### src/rtl/turn_pkg.sv
// Shared types and constants for the player-turn sequencer.
//   turn_state_t : sequencer states (idle, waiting for a move, commit, timeout, done)
//   player_t     : P1 = 0, P2 = 1
//   SECS_W       : width of the seconds-left countdown
package turn_pkg;

  typedef enum logic [2:0] {
    StIdle,
    StWait,
    StCommit,
    StTimeout,
    StDone
  } turn_state_t;

  typedef enum logic {
    P1 = 1'b0,
    P2 = 1'b1
  } player_t;

  localparam int unsigned SECS_W = 4;

endpackage

### src/rtl/key_debounce.sv
// Confirm-key conditioning: 2-FF synchronizer, stability counter and press-edge detector.
// The debounced level only changes once the synchronized key has disagreed with it for
// DEBOUNCE_CYCLES consecutive samples; press is a registered one-cycle pulse on each
// debounced 1->0 transition.
//   clk   : system clock
//   rst_n : asynchronous active-low reset (chain resets to the released level, 1)
//   key_n : raw active-low pushbutton, asynchronous to clk
//   press : one-cycle pulse per debounced press
module key_debounce
  import turn_pkg::*;
#(
  parameter int unsigned DEBOUNCE_CYCLES = 1_000_000
) (
  input  logic clk,
  input  logic rst_n,
  input  logic key_n,
  output logic press
);

  localparam int unsigned CntW = (DEBOUNCE_CYCLES > 1) ? $clog2(DEBOUNCE_CYCLES) : 1;
  localparam logic [CntW-1:0] CntMax = CntW'(DEBOUNCE_CYCLES - 1);

  logic            sync1_q, sync2_q;
  logic            stable_q, stable_d;
  logic [CntW-1:0] cnt_q, cnt_d;
  logic            press_q, press_d;

  always_comb begin
    stable_d = stable_q;
    cnt_d    = '0;
    // Any sample that agrees with the debounced level restarts the count.
    if (sync2_q != stable_q) begin
      if (cnt_q == CntMax) begin
        stable_d = sync2_q;
      end else begin
        cnt_d = cnt_q + 1'b1;
      end
    end
    press_d = stable_q & ~stable_d;
  end

  always_ff @(posedge clk or negedge rst_n) begin
    if (!rst_n) begin
      sync1_q  <= 1'b1;
      sync2_q  <= 1'b1;
      stable_q <= 1'b1;
      cnt_q    <= '0;
      press_q  <= 1'b0;
    end else begin
      sync1_q  <= key_n;
      sync2_q  <= sync1_q;
      stable_q <= stable_d;
      cnt_q    <= cnt_d;
      press_q  <= press_d;
    end
  end

  assign press = press_q;

endmodule

### src/rtl/turn_controller.sv
// Player-turn sequencer: commits one move per debounced confirm press for the active
// player, alternates turns and optionally enforces a per-turn countdown.
// Build option: define TURN_TIMEOUT_EN to include the one-second prescaler, the
// seconds countdown and the timeout state; otherwise secs_left and timeout_pulse are 0
// and a turn waits indefinitely for a press or game_over.
//   clk, rst_n      : clock, asynchronous active-low reset
//   key_confirm_n   : raw active-low confirm pushbutton
//   game_start      : one-cycle pulse, starts or restarts a match
//   game_over       : level from the winner/draw checker
//   game_active     : match in progress
//   current_player  : 0 = P1, 1 = P2
//   move_commit     : one-cycle pulse accepting the move at the cursor
//   move_player     : owner of move_commit (0 when no commit)
//   timeout_pulse   : one-cycle pulse when a turn expires
//   secs_left       : seconds remaining in the current turn
module turn_controller
  import turn_pkg::*;
#(
  parameter int unsigned CLK_HZ          = 50_000_000,
  parameter int unsigned DEBOUNCE_CYCLES = 1_000_000,
  parameter int unsigned TURN_TIME_S     = 10
) (
  input  logic              clk,
  input  logic              rst_n,
  input  logic              key_confirm_n,
  input  logic              game_start,
  input  logic              game_over,
  output logic              game_active,
  output logic              current_player,
  output logic              move_commit,
  output logic              move_player,
  output logic              timeout_pulse,
  output logic [SECS_W-1:0] secs_left
);

  if (CLK_HZ == 0 || TURN_TIME_S < 1 || TURN_TIME_S > 15) begin : g_bad_cfg
    $error("turn_controller: CLK_HZ must be nonzero and TURN_TIME_S within 1..15");
  end

  logic press;

  key_debounce #(
    .DEBOUNCE_CYCLES(DEBOUNCE_CYCLES)
  ) u_key_debounce (
    .clk  (clk),
    .rst_n(rst_n),
    .key_n(key_confirm_n),
    .press(press)
  );

  turn_state_t state_q, state_d;
  player_t     player_q, player_d;
  player_t     move_player_q, move_player_d;
  logic        active_q, active_d;
  logic        commit_q, commit_d;
  logic        timeout_q, timeout_d;
  logic        expire;

`ifdef TURN_TIMEOUT_EN
  localparam int unsigned PreW = (CLK_HZ > 1) ? $clog2(CLK_HZ) : 1;
  localparam logic [SECS_W-1:0] TurnSecs = SECS_W'(TURN_TIME_S);

  logic [PreW-1:0]   presc_q, presc_d;
  logic [SECS_W-1:0] secs_q, secs_d;
  logic              tick;

  assign tick   = (presc_q == PreW'(CLK_HZ - 1));
  assign expire = tick && (secs_q == SECS_W'(1));

  // The timer only advances on WAIT cycles that do not leave WAIT for another reason,
  // so secs_left stays frozen through COMMIT and DONE.
  always_comb begin
    presc_d = presc_q;
    secs_d  = secs_q;
    if (game_start || state_q == StCommit || state_q == StTimeout) begin
      presc_d = '0;
      secs_d  = TurnSecs;
    end else if (state_q == StWait && !game_over && !press) begin
      if (tick) begin
        presc_d = '0;
        secs_d  = secs_q - 1'b1;
      end else begin
        presc_d = presc_q + 1'b1;
      end
    end
  end

  always_ff @(posedge clk or negedge rst_n) begin
    if (!rst_n) begin
      presc_q <= '0;
      secs_q  <= '0;
    end else begin
      presc_q <= presc_d;
      secs_q  <= secs_d;
    end
  end

  assign secs_left = secs_q;
`else
  assign expire    = 1'b0;
  assign secs_left = '0;
`endif

  always_comb begin
    state_d       = state_q;
    player_d      = player_q;
    commit_d      = 1'b0;
    move_player_d = P1;
    timeout_d     = 1'b0;
    if (game_start) begin
      state_d  = StWait;
      player_d = P1;
    end else begin
      unique case (state_q)
        StWait: begin
          if (game_over) begin
            state_d = StDone;
          end else if (press) begin
            state_d       = StCommit;
            commit_d      = 1'b1;
            move_player_d = player_q;
          end else if (expire) begin
            state_d   = StTimeout;
            timeout_d = 1'b1;
          end
        end
        StCommit, StTimeout: begin
          state_d  = StWait;
          player_d = player_t'(~player_q);
        end
        StIdle, StDone: ;
        default: state_d = StIdle;
      endcase
    end
    active_d = (state_d == StWait) || (state_d == StCommit) || (state_d == StTimeout);
  end

  always_ff @(posedge clk or negedge rst_n) begin
    if (!rst_n) begin
      state_q       <= StIdle;
      player_q      <= P1;
      move_player_q <= P1;
      active_q      <= 1'b0;
      commit_q      <= 1'b0;
      timeout_q     <= 1'b0;
    end else begin
      state_q       <= state_d;
      player_q      <= player_d;
      move_player_q <= move_player_d;
      active_q      <= active_d;
      commit_q      <= commit_d;
      timeout_q     <= timeout_d;
    end
  end

  assign game_active    = active_q;
  assign current_player = player_q;
  assign move_commit    = commit_q;
  assign move_player    = move_player_q;
  assign timeout_pulse  = timeout_q;

endmodule

### config.mk
export PLATFORM = sky130hd
export DESIGN_NAME = turn_controller
export DESIGN_NICKNAME = d
export VERILOG_FILES = /design/src/rtl/turn_pkg.sv /design/src/rtl/key_debounce.sv /design/src/rtl/turn_controller.sv
export SDC_FILE = /design/constraint.sdc
export NUM_CORES = 1
export LEC_CHECK = 0
export ABC_CLOCK_PERIOD_IN_PS = 5400
export CELL_PAD_IN_SITES_DETAIL_PLACEMENT = 0
export CELL_PAD_IN_SITES_GLOBAL_PLACEMENT = 1
export CORE_MARGIN = 1
export CORE_UTILIZATION = 49
export CTS_BUF_LIST = sky130_fd_sc_hd__clkbuf_4 sky130_fd_sc_hd__clkbuf_8
export DETAILED_ROUTE_END_ITERATION = 8
export PLACE_DENSITY_LB_ADDON = 0.1
export SYNTH_ARGS = -nofsm -noshare
export SYNTH_HDL_FRONTEND = slang
export SYNTH_HIERARCHICAL = 1
export SYNTH_SLANG_ARGS = --single-unit
### constraint.sdc
create_clock -name clk -period 5.4 [get_ports clk]
set_input_delay 0.54 -clock clk [delete_from_list [all_inputs] [get_ports clk]]
set_output_delay 0.54 -clock clk [all_outputs]
set_load 0.05 [all_outputs]
; ---- Word-level counts from Yosys, hierarchy flattened
; Index checks and enable logic that the tools add are counted.
[word_totals]
ff_bits = 31
output_inout_bits = 9
input_bits = 5
[classes]
n_eq_ne = 9
muxes = 18
n_reduce_logical = 6
bitwise = 3
addsub = 1
[ops]
columns = operator, count
row1 = 2-to-1 mux 20 bit, 2
row2 = "adder 20 x 1 -> 20 bit, second input constant", 1
row3 = "== test 20 bit, second input constant", 1
row4 = "== test 3 x 2 -> 1 bit, second input constant", 4
row5 = 2-to-1 mux 1 bit, 12
row6 = 2-to-1 mux 3 bit, 3
row7 = case mux 3 bit (3 select lines), 1
row8 = "== test 3 x 1 -> 1 bit, second input constant", 2
row9 = OR reduction 2 bit, 2
row10 = "== test 3 bit, second input constant", 1
row11 = zero test 3 bit, 1
row12 = logical OR 1 bit, 2
row13 = inverter 1 bit, 2
row14 = nonzero test 2 bit, 1
row15 = AND 1 bit, 1
row16 = inequality test 1 bit, 1

; ---- Longest topological paths before layout
; Gate-level depths: netlist of run 1.
[depth]
depth_word = 7
ltp_mapped = 6
ltp_nobuf = 5

; ---- Cells and area by module
; The synthesis of run 1 kept the hierarchy.
[modules_own_cells]
columns = module, area_per_inst_um2, cells_each, seq_area_each_um2, n_inst
row1 = key_debounce, 1144.8, 115, 604.3, 1
row2 = turn_controller, 329.1, 29, 175.2, 1

; ---- Worst setup path after synthesis of run 1
; No wires, ideal clock.
[synth_timing]
path_type = flip-flop to flip-flop
startpoint = register u_key_debounce.cnt_q[0]
endpoint = register u_key_debounce.cnt_q[18]
setup_slack_ps = 3412
stages_incl_launch_ff = 7
synth_period_minus_slack_ps = 1988
path_buffers = 1
arrival_ps = 1914
path_cell_list = dfrtp_1 > ha_1 > nand2_1 > or4_1 > buf_2 > or4_4 > a21oi_2
[synth_between]
elab_chain_cells = 3
elab_cells_between_ends = 4
cone_classes = 1 x add/sub / 1 x eq/ne / 2 x mux
[synth_rtl]
columns = element, line
row1 = from (decl), key_debounce.sv:25  ; logic [CntW-1:0] cnt_q, cnt_d;
row2 = from (signal assigned), key_debounce.sv:53  ; cnt_q <= cnt_d;
row3 = adder 20 x 1 -> 20 bit / == test 20 bit (equally long branches), "key_debounce.sv:36, key_debounce.sv:33"
row4 = 2-to-1 mux 20 bit (*), key_debounce.sv:33  ; if (cnt_q == CntMax) begin
row5 = 2-to-1 mux 20 bit (*), key_debounce.sv:32  ; if (sync2_q != stable_q) begin
row6 = via u_key_debounce.cnt_d[18], key_debounce.sv:25
; The timed path passes the listed nets; every way through them passes the cells marked *.
; A chain may end at the register's enable or synchronous reset.

; ---- Worst setup path in the final report of run 1
; Same ends and word-level chain as after synthesis.

==> qor.json, run 1 <==
{
  "critical_path.endpoint_type": {"value": "flop"},
  "timing.critical_path.cells": {"value": "ha_1, nand2_1, or4_1, or4_4, a21oi_2"},
  "cts_inserted_buffers": {"value": 5},
  "grt_antenna_before_repair": {"value": 0},
  "synth_cell_type_count": {"value": 36},
  "classification_of_the_worst_slack_hold_path": {"value": "flop to flop"},
  "worst-path-buf-inv": {"value": 0},
  "share_of_async_settable_or_async_resettable_flops_after_synthesis": {"value": 100, "unit": "%"},
  "post-route-min-period": {"value": 2.13, "unit": "ns"},
  "timing_max_transition_violations_final": {"value": 0},
  "failed_checks": {"value": "DRC"},
  "grt_pass1_wl": {"value": 4.51, "unit": "mm"},
  "finalWirelength": {"value": 2.50, "unit": "mm"},
  "gr-total-overflow": {"value": 0},
  "tritoncts": {"value": "done"},
  "drtIter0Drc": {"value": 32},
  "drt-wirelength-per-cell": {"value": 13.4, "unit": "um"},
  "postCtsSetupRepairBufs": {"value": 0},
  "ys_top_cells_by_area": {"value": "sky130_fd_sc_hd__dfrtp_1, sky130_fd_sc_hd__dfstp_2, sky130_fd_sc_hd__nor2_1, sky130_fd_sc_hd__xnor2_1, sky130_fd_sc_hd__xor2_1"},
  "cts_root_buf": {"value": "sky130_fd_sc_hd__clkbuf_4"},
  "clock_tree.htree_level_count": {"value": 2},
  "port_buffers": {"value": 8},
  "finalClockSkew": {"value": 0.0129, "unit": "ns"},
  "detailedPlacementHpwl": {"value": 1.70, "unit": "mm"},
  "setup_cp_type": {"value": "flop to flop"},
  "cell_with_the_most_instances_after_synthesis": {"value": "sky130_fd_sc_hd__dfrtp_1"},
  "drive_gt1_share": {"value": 14.7, "unit": "%"},
  "rsz0062_at_grt": {"value": "false"},
  "transition_time_at_the_pin_with_the_least_slew_margin": {"value": 0.501, "unit": "ns"},
  "synth-edff-count": {"value": 0},
  "yosys.area.top_type_share": {"value": 47.5, "unit": "%"},
  "final.setup.tns": {"value": 0, "unit": "ns"},
  "timing.critical_path.required": {"value": 5.67, "unit": "ns"},
  "synthTopCellsByCount": {"value": "sky130_fd_sc_hd__dfrtp_1, sky130_fd_sc_hd__nor2_1, sky130_fd_sc_hd__a21oi_1, sky130_fd_sc_hd__nand3_1"},
  "antenna_cells": {"value": 0},
  "dr_total_vias": {"value": 1018},
  "synthesis.area_per_instance": {"value": 10.2, "unit": "um^2"},
  "final-instance-count-excl-fill": {"value": 187},
  "final_min_period_over_clock_period": {"value": 39.5, "unit": "%"},
  "drt_pre_antenna_iters": {"value": 7},
  "finish.net_count": {"value": 161},
  "via_count_of_the_first_global_routing_pass": {"value": 1042},
  "critical_path.startpoint_type": {"value": "flop"},
  "sequential_area": {"value": 779, "unit": "um^2"},
  "max-vdd-ir-drop": {"value": 0.000211, "unit": "V"},
  "synthesis.area": {"value": 1470, "unit": "um^2"},
  "p_leak": {"value": 0.659, "unit": "nW"},
  "multi_input_comb_area": {"value": 624, "unit": "um^2"},
  "die_h": {"value": 56.8, "unit": "um"},
  "cts_num_sinks": {"value": 31},
  "cap_viol_max_count": {"value": 0},
  "synth_top_area_cell": {"value": "sky130_fd_sc_hd__dfrtp_1"},
  "floorplan.die_area": {"value": 3230, "unit": "um^2"},
  "row_count": {"value": 19},
  "ys_seq_area_share": {"value": 52.9, "unit": "%"},
  "timing.critical_path.slowest_stage_cell": {"value": "sky130_fd_sc_hd__or4_1"},
  "setup_viol": {"value": 0},
  "run_status": {"value": "finished, violations left"},
  "antenna_violating_nets_post_route": {"value": 0},
  "filler_cell_count": {"value": 251},
  "cellPowerDensity": {"value": 278, "unit": "nW/um^2"},
  "die-width": {"value": 56.8, "unit": "um"},
  "timing.critical_path.max_delay_family": {"value": "simple AND/OR/NAND/NOR gates"},
  "slowest_delay": {"value": 0.65, "unit": "ns"},
  "grt.total_usage": {"value": 18.7, "unit": "%"},
  "ctsLongestPathBuffers": {"value": 2},
  "start_util": {"value": 52.5, "unit": "%"},
  "hold_buffers": {"value": 0},
  "syn_to_final_growth": {"value": 12.0, "unit": "%"},
  "relSlewSlack": {"value": 66.5, "unit": "%"},
  "later_pin_clock_latency_in_the_skew_report": {"value": 0.34, "unit": "ns"},
  "post_cts_sizing": {"value": 0},
  "critPathArrivalTime": {"value": 2.41, "unit": "ns"},
  "dp_cells": {"value": 179},
  "maxClockFrequency": {"value": 469, "unit": "MHz"},
  "gp_routability_congestion": {"value": 0.734},
  "netlist_instances": {"value": 144},
  "final-hold-violation-count": {"value": 0},
  "yosysWarnings": {"value": 6},
  "cts.clk_slew.worst_paths": {"value": 0.10, "unit": "ns"},
  "detail_route.drc_violations": {"value": 2},
  "route.detailed.vias_per_inst": {"value": 5.44},
  "yosys_most_used_dff": {"value": "sky130_fd_sc_hd__dfrtp_1"},
  "worst-path-max-fanout": {"value": 8},
  "ys_seq_elements": {"value": 31},
  "fp.coreArea": {"value": 2810, "unit": "um^2"},
  "floorplan.io_pins": {"value": 14},
  "grt_start_max_net_pins": {"value": 32}
}
-- worst register-to-register path, cell delays in order, from the launching register on --
cell and delay, ns:
sky130_fd_sc_hd__dfrtp_1 0.41, sky130_fd_sc_hd__ha_1 0.24, sky130_fd_sc_hd__nand2_1 0.10, sky130_fd_sc_hd__or4_1 0.65, sky130_fd_sc_hd__or4_4 0.53, sky130_fd_sc_hd__a21oi_2 0.15
-- area by class of cell --
class | instances | area share [%]
Multi-Input combinational cell | 100 | 37.8
Tap cell | 31 | 2.35
Timing Repair Buffer | 10 | 5.76
Clock buffer | 6 | 3.11
Inverter | 7 | 1.59
Sequential cell | 31 | 47.2
Clock inverter | 2 | 2.12
-- final timing paths --
kind	start	end	slack, ns	cells past startpoint
worst max register to register	u_key_debounce/cnt_q[0]	u_key_debounce/cnt_q[18]	3.27	5
worst min register to register	u_key_debounce/sync1_q	u_key_debounce/sync2_q	0.36	0
worst min-delay path	u_key_debounce/sync1_q	u_key_debounce/sync2_q	0.36	0
max in group asynchronous	rst_n	u_key_debounce/stable_q	4.49	2
min in group asynchronous	rst_n	u_key_debounce/cnt_q[19]	0.58	2
worst max-delay path	u_key_debounce/cnt_q[0]	u_key_debounce/cnt_q[18]	3.27	5
-- metal layers --
| layer | global-route usage (%) | routed length (um) | up-vias | part of all wire, % |
|---|---|---|---|---|
| met3 | 4.84 | 100 | 8 | 4.0 |
| met4 | 10.5 | 58 | 0 | 2.3 |
| met2 | 29.1 | 1180 | 20 | 47 |
| met1 | 23.8 | 1160 | 483 | 47 |
| li1 | - | - | 507 | - |
| met5 | 0 | 0 | - | 0 |
-- cell families (layout without fill, tap and decap cells) --
family                     count (synthesis)  count (layout)  share of synthesized area, %
AOI/OAI and AO/OA                         19              19                          7.39
buffers and inverters                     17              25                          5.77
adders and majority gates                  1               1                         0.849
other                                      1               5                         0.254
xor gates and xnor gates                  12              12                          7.13
DFF                                       31              31                          52.9
and+or+nand+nor                           61              61                          24.2
muxes                                      2               2                          1.53
-- state kept, by name, summed over array words and instances, names as in the netlist --
register,count
current_player,1
u_key_debounce/stable_q,1
u_key_debounce/cnt_q,20
state_q,3
game_active,1
u_key_debounce/sync2_q,1
move_player,1
u_key_debounce/sync1_q,1
move_commit,1
u_key_debounce/press,1
-- stage by stage --
stage	power (mW)	setup WS [ns]	util [%]	hold WS [ns]	cell area, um^2
4_1_cts	0.465	3.26	58.8	0.362	1650
3_5_place_dp	0.275	3.27	55.8	0.348	1560
3_3_place_gp	0.275	3.34	55.8	0.345	1560
5_1_grt	0.479	3.14	58.8	0.369	1650
2_1_floorplan	0.266	3.41	-	0.244	1490
6_report	0.458	3.27	58.8	0.362	1650
-- report_power, final --
part	leakage (nW)	internal, mW	switching [mW]	total (mW)
clock	0.0482	0.109	0.0787	0.188
sequential	0.413	0.237	0.00375	0.241
combinational	0.198	0.00893	0.0209	0.0298
-- layout by cell type (no fill, tap or decap), types with 7 or more instances in the layout --
master                            Yosys  layout
sky130_fd_sc_hd__inv_1                7       7
sky130_fd_sc_hd__nor2_1              17      17
sky130_fd_sc_hd__a21oi_1              8       8
sky130_fd_sc_hd__dfrtp_1             28      28
sky130_fd_sc_hd__clkdlybuf4s50_1      0       8
sky130_fd_sc_hd__nand3_1              8       8
sky130_fd_sc_hd__xnor2_1              7       7
Note: power is estimated with default switching activity, not from simulation.
==> inputs of run 2 (changes only) <==
Settings changed: ABC_CLOCK_PERIOD_IN_PS 5400 to 2100, CORE_UTILIZATION 49 to 46.
Clock period 5.4 ns to 2.1 ns, I/O delays scaled along.
==> run 2 against run 1 <==
  * Clock skew down 0.0054 ns
  * Non-clock buffer count up 1
  * Core utilization down 4.2 points
  * Via count unchanged
  * The run now ends clean
  * Design area up 1.1%
  * Sequential power rose to 2.6 times the previous value
  * Largest cell class unchanged
  * Global-route usage down 0.35 points
  * Sequential share of layout area down 0.50 points
  * Flip-flop and latch count unchanged
  * Die area up 6.3%
==> qor.json, run 2 (synthesis results as in run 1) <==
{
  "run_status": {"value": "finished clean"},
  "p_leak": {"value": 0.662, "unit": "nW", "change": "+0.37%"},
  "final.setup.tns": {"value": 0, "unit": "ns", "change": "unchanged"},
  "final-hold-violation-count": {"value": 0, "change": "unchanged"},
  "cts_root_buf": {"value": "sky130_fd_sc_hd__clkbuf_4"},
  "grt_start_max_net_pins": {"value": 32, "change": "unchanged"},
  "placed_cell_area": {"value": 1590, "unit": "um^2", "change": "+1.5%"},
  "antenna_violating_nets_post_route": {"value": 0, "change": "unchanged"},
  "cts.clk_slew.worst_paths": {"value": 0.10, "unit": "ns", "change": "about the same"},
  "filler_cell_count": {"value": 289, "change": "+15%"},
  "ctsLongestPathBuffers": {"value": 2, "change": "unchanged"},
  "register_with_the_most_flip_flops": {"value": "u_key_debounce/cnt_q"},
  "via_count_of_the_first_global_routing_pass": {"value": 1022, "change": "-1.9%"},
  "slowest_delay": {"value": 0.57, "unit": "ns", "change": "-0.08 ns"},
  "die-width": {"value": 58.6, "unit": "um", "change": "+3.1%"},
  "setup_viol": {"value": 0, "change": "unchanged"},
  "largest_register_ffs": {"value": 20, "change": "unchanged"},
  "timing.critical_path.slowest_stage_cell": {"value": "sky130_fd_sc_hd__or4_4"},
  "sequential_area": {"value": 779, "unit": "um^2", "change": "unchanged"},
  "maxClockFrequency": {"value": 511, "unit": "MHz", "change": "+9.1%"},
  "route.detailed.vias_per_inst": {"value": 5.06, "change": "-7.0%"},
  "post-route-min-period": {"value": 1.96, "unit": "ns", "change": "-0.179 ns"},
  "rsz0062_at_grt": {"value": "false"},
  "timing.critical_path.cells": {"value": "ha_1, nand2_1, or4_4, or4_4, a21oi_2"},
  "timing.critical_path.required": {"value": 2.37, "unit": "ns", "change": "-3.30 ns"},
  "start_util": {"value": 48.3, "unit": "%", "change": "-4.3 points"},
  "clock_tree.htree_level_count": {"value": 2, "change": "unchanged"},
  "finalClockSkew": {"value": 0.00754, "unit": "ns", "change": "-0.00538 ns"},
  "cts_num_sinks": {"value": 31, "change": "unchanged"},
  "cap_viol_max_count": {"value": 0, "change": "unchanged"},
  "final_min_period_over_clock_period": {"value": 93.1, "unit": "%", "change": "+54 points"},
  "port_buffers": {"value": 8, "change": "unchanged"},
  "floorplan.io_pins": {"value": 14, "change": "unchanged"},
  "post-route-cell-area": {"value": 1670, "unit": "um^2", "change": "+1.1%"},
  "cellPowerDensity": {"value": 661, "unit": "nW/um^2", "change": "+140%"},
  "critPathArrivalTime": {"value": 2.23, "unit": "ns", "change": "-0.18 ns"},
  "floorplan.die_area": {"value": 3430, "unit": "um^2", "change": "+6.3%"},
  "critical_path.endpoint_type": {"value": "flop"},
  "critical_path.startpoint_type": {"value": "flop"},
  "max-vdd-ir-drop": {"value": 0.000413, "unit": "V", "change": "+96%"},
  "gr-total-overflow": {"value": 0, "change": "unchanged"},
  "dp_cells": {"value": 193, "change": "+7.8%"},
  "drive_gt1_share": {"value": 16.6, "unit": "%", "change": "+1.8 points"},
  "classification_of_the_worst_slack_hold_path": {"value": "input port to asynchronous set/reset pin"},
  "cts_inserted_buffers": {"value": 5, "change": "unchanged"},
  "multi_input_comb_area": {"value": 632, "unit": "um^2", "change": "+1.2%"},
  "antenna_cells": {"value": 0, "change": "unchanged"},
  "later_pin_clock_latency_in_the_skew_report": {"value": 0.33, "unit": "ns", "change": "about the same"},
  "finalWirelength": {"value": 2.50, "unit": "mm", "change": "about the same"},
  "gp_routability_congestion": {"value": 0.748, "change": "+2.0%"},
  "drt-wirelength-per-cell": {"value": 12.4, "unit": "um", "change": "-7.0%"},
  "dr_total_vias": {"value": 1018, "change": "unchanged"},
  "fp.coreArea": {"value": 3050, "unit": "um^2", "change": "+8.8%"},
  "grt_antenna_before_repair": {"value": 0, "change": "unchanged"},
  "grt_pass1_wl": {"value": 4.53, "unit": "mm", "change": "+0.62%"},
  "largestRegisters": {"value": "u_key_debounce/cnt_q x20, state_q x3"},
  "final-instance-count-excl-fill": {"value": 201, "change": "+7.5%"},
  "worst-path-max-fanout": {"value": 8, "change": "unchanged"},
  "detail_route.drc_violations": {"value": 0, "change": "-2"},
  "grt.total_usage": {"value": 18.4, "unit": "%", "change": "-0.35 points"},
  "die_h": {"value": 58.6, "unit": "um", "change": "+3.1%"},
  "drtIter0Drc": {"value": 60, "change": "+88%"},
  "syn_to_final_growth": {"value": 13.2, "unit": "%"},
  "mostFrequentLayoutCells": {"value": "sky130_fd_sc_hd__dfrtp_1, sky130_fd_sc_hd__nor2_1, sky130_fd_sc_hd__a21oi_1, sky130_fd_sc_hd__clkdlybuf4s50_1, sky130_fd_sc_hd__nand3_1"},
  "detailedPlacementHpwl": {"value": 1.76, "unit": "mm", "change": "+3.9%"},
  "most_common_library_cell_in_the_layout_ignoring_fill_and_taps": {"value": "sky130_fd_sc_hd__dfrtp_1"},
  "row_count": {"value": 20, "change": "+1"},
  "finish.net_count": {"value": 162, "change": "+0.62%"},
  "tritoncts": {"value": "done"},
  "cp_common_cell": {"value": "sky130_fd_sc_hd__or4_4"},
  "setup_cp_type": {"value": "flop to flop"},
  "drt_pre_antenna_iters": {"value": 4, "change": "-3"},
  "timing_max_transition_violations_final": {"value": 0, "change": "unchanged"}
}
[run 2: metal layers]
layer	track usage, %	share of wire (%)
met5	0	0
met4	11.2	2.8
met3	4.84	3.8
met2	28.6	45
met1	23.0	48
[run 2: per-stage QoR]
| stage | setup WS [ns] | utilization (%) | hold slack (ns) | power (mW) |
|---|---|---|---|---|
| 3_5_place_dp | 0.0717 | 52.0 | 0.347 | 0.709 |
| 4_1_cts | 0.0587 | 54.4 | 0.269 | 1.12 |
| 3_3_place_gp | 0.119 | 52.0 | 0.345 | 0.707 |
| 5_1_grt | 0.0425 | 54.6 | 0.278 | 1.14 |
| 2_1_floorplan | 0.112 | - | -0.0856 | 0.684 |
| 6_report | 0.145 | 54.6 | 0.269 | 1.10 |
[run 2: area by class of cell]
cell class                 instances  area share (%)
sequential                        31            46.7
tap                               44            3.30
multi-input combinational        100            37.9
inverter                           7            1.58
timing repair buffer              11            6.15
clock buffer                       8            4.35
[run 2: critical path: cells and delay by family, from the launching register on]
family	cells	cell delay [ns]
flops	1	0.41
fa+ha+maj	1	0.18
simple gates	3	1.16
compound gates	1	0.14
[run 2: what timing repair did]
item                       4_1_cts  5_1_grt
resized for setup                0        2
setup endpoints to repair        0        1
buffers inserted                 0        0
hold buffers                     0        0
[run 2: final timing paths]
kind,from,end,cells after the start,slack [ns]
worst max-delay path,u_key_debounce/cnt_q[0],u_key_debounce/cnt_q[18],5,0.14
worst max register to register,u_key_debounce/cnt_q[0],u_key_debounce/cnt_q[18],5,0.14
max in group asynchronous,rst_n,u_key_debounce/sync1_q,2,1.51
worst min-delay path,rst_n,u_key_debounce/cnt_q[15],2,0.27
min in group clk,key_confirm_n,u_key_debounce/sync1_q,1,0.28
worst min register to register,u_key_debounce/sync1_q,u_key_debounce/sync2_q,0,0.36
[run 2: power breakdown]
part	total [mW]	switching, mW	internal [mW]
combinational	0.0777	0.0539	0.0238
clock	0.407	0.197	0.210
sequential	0.618	0.00943	0.609
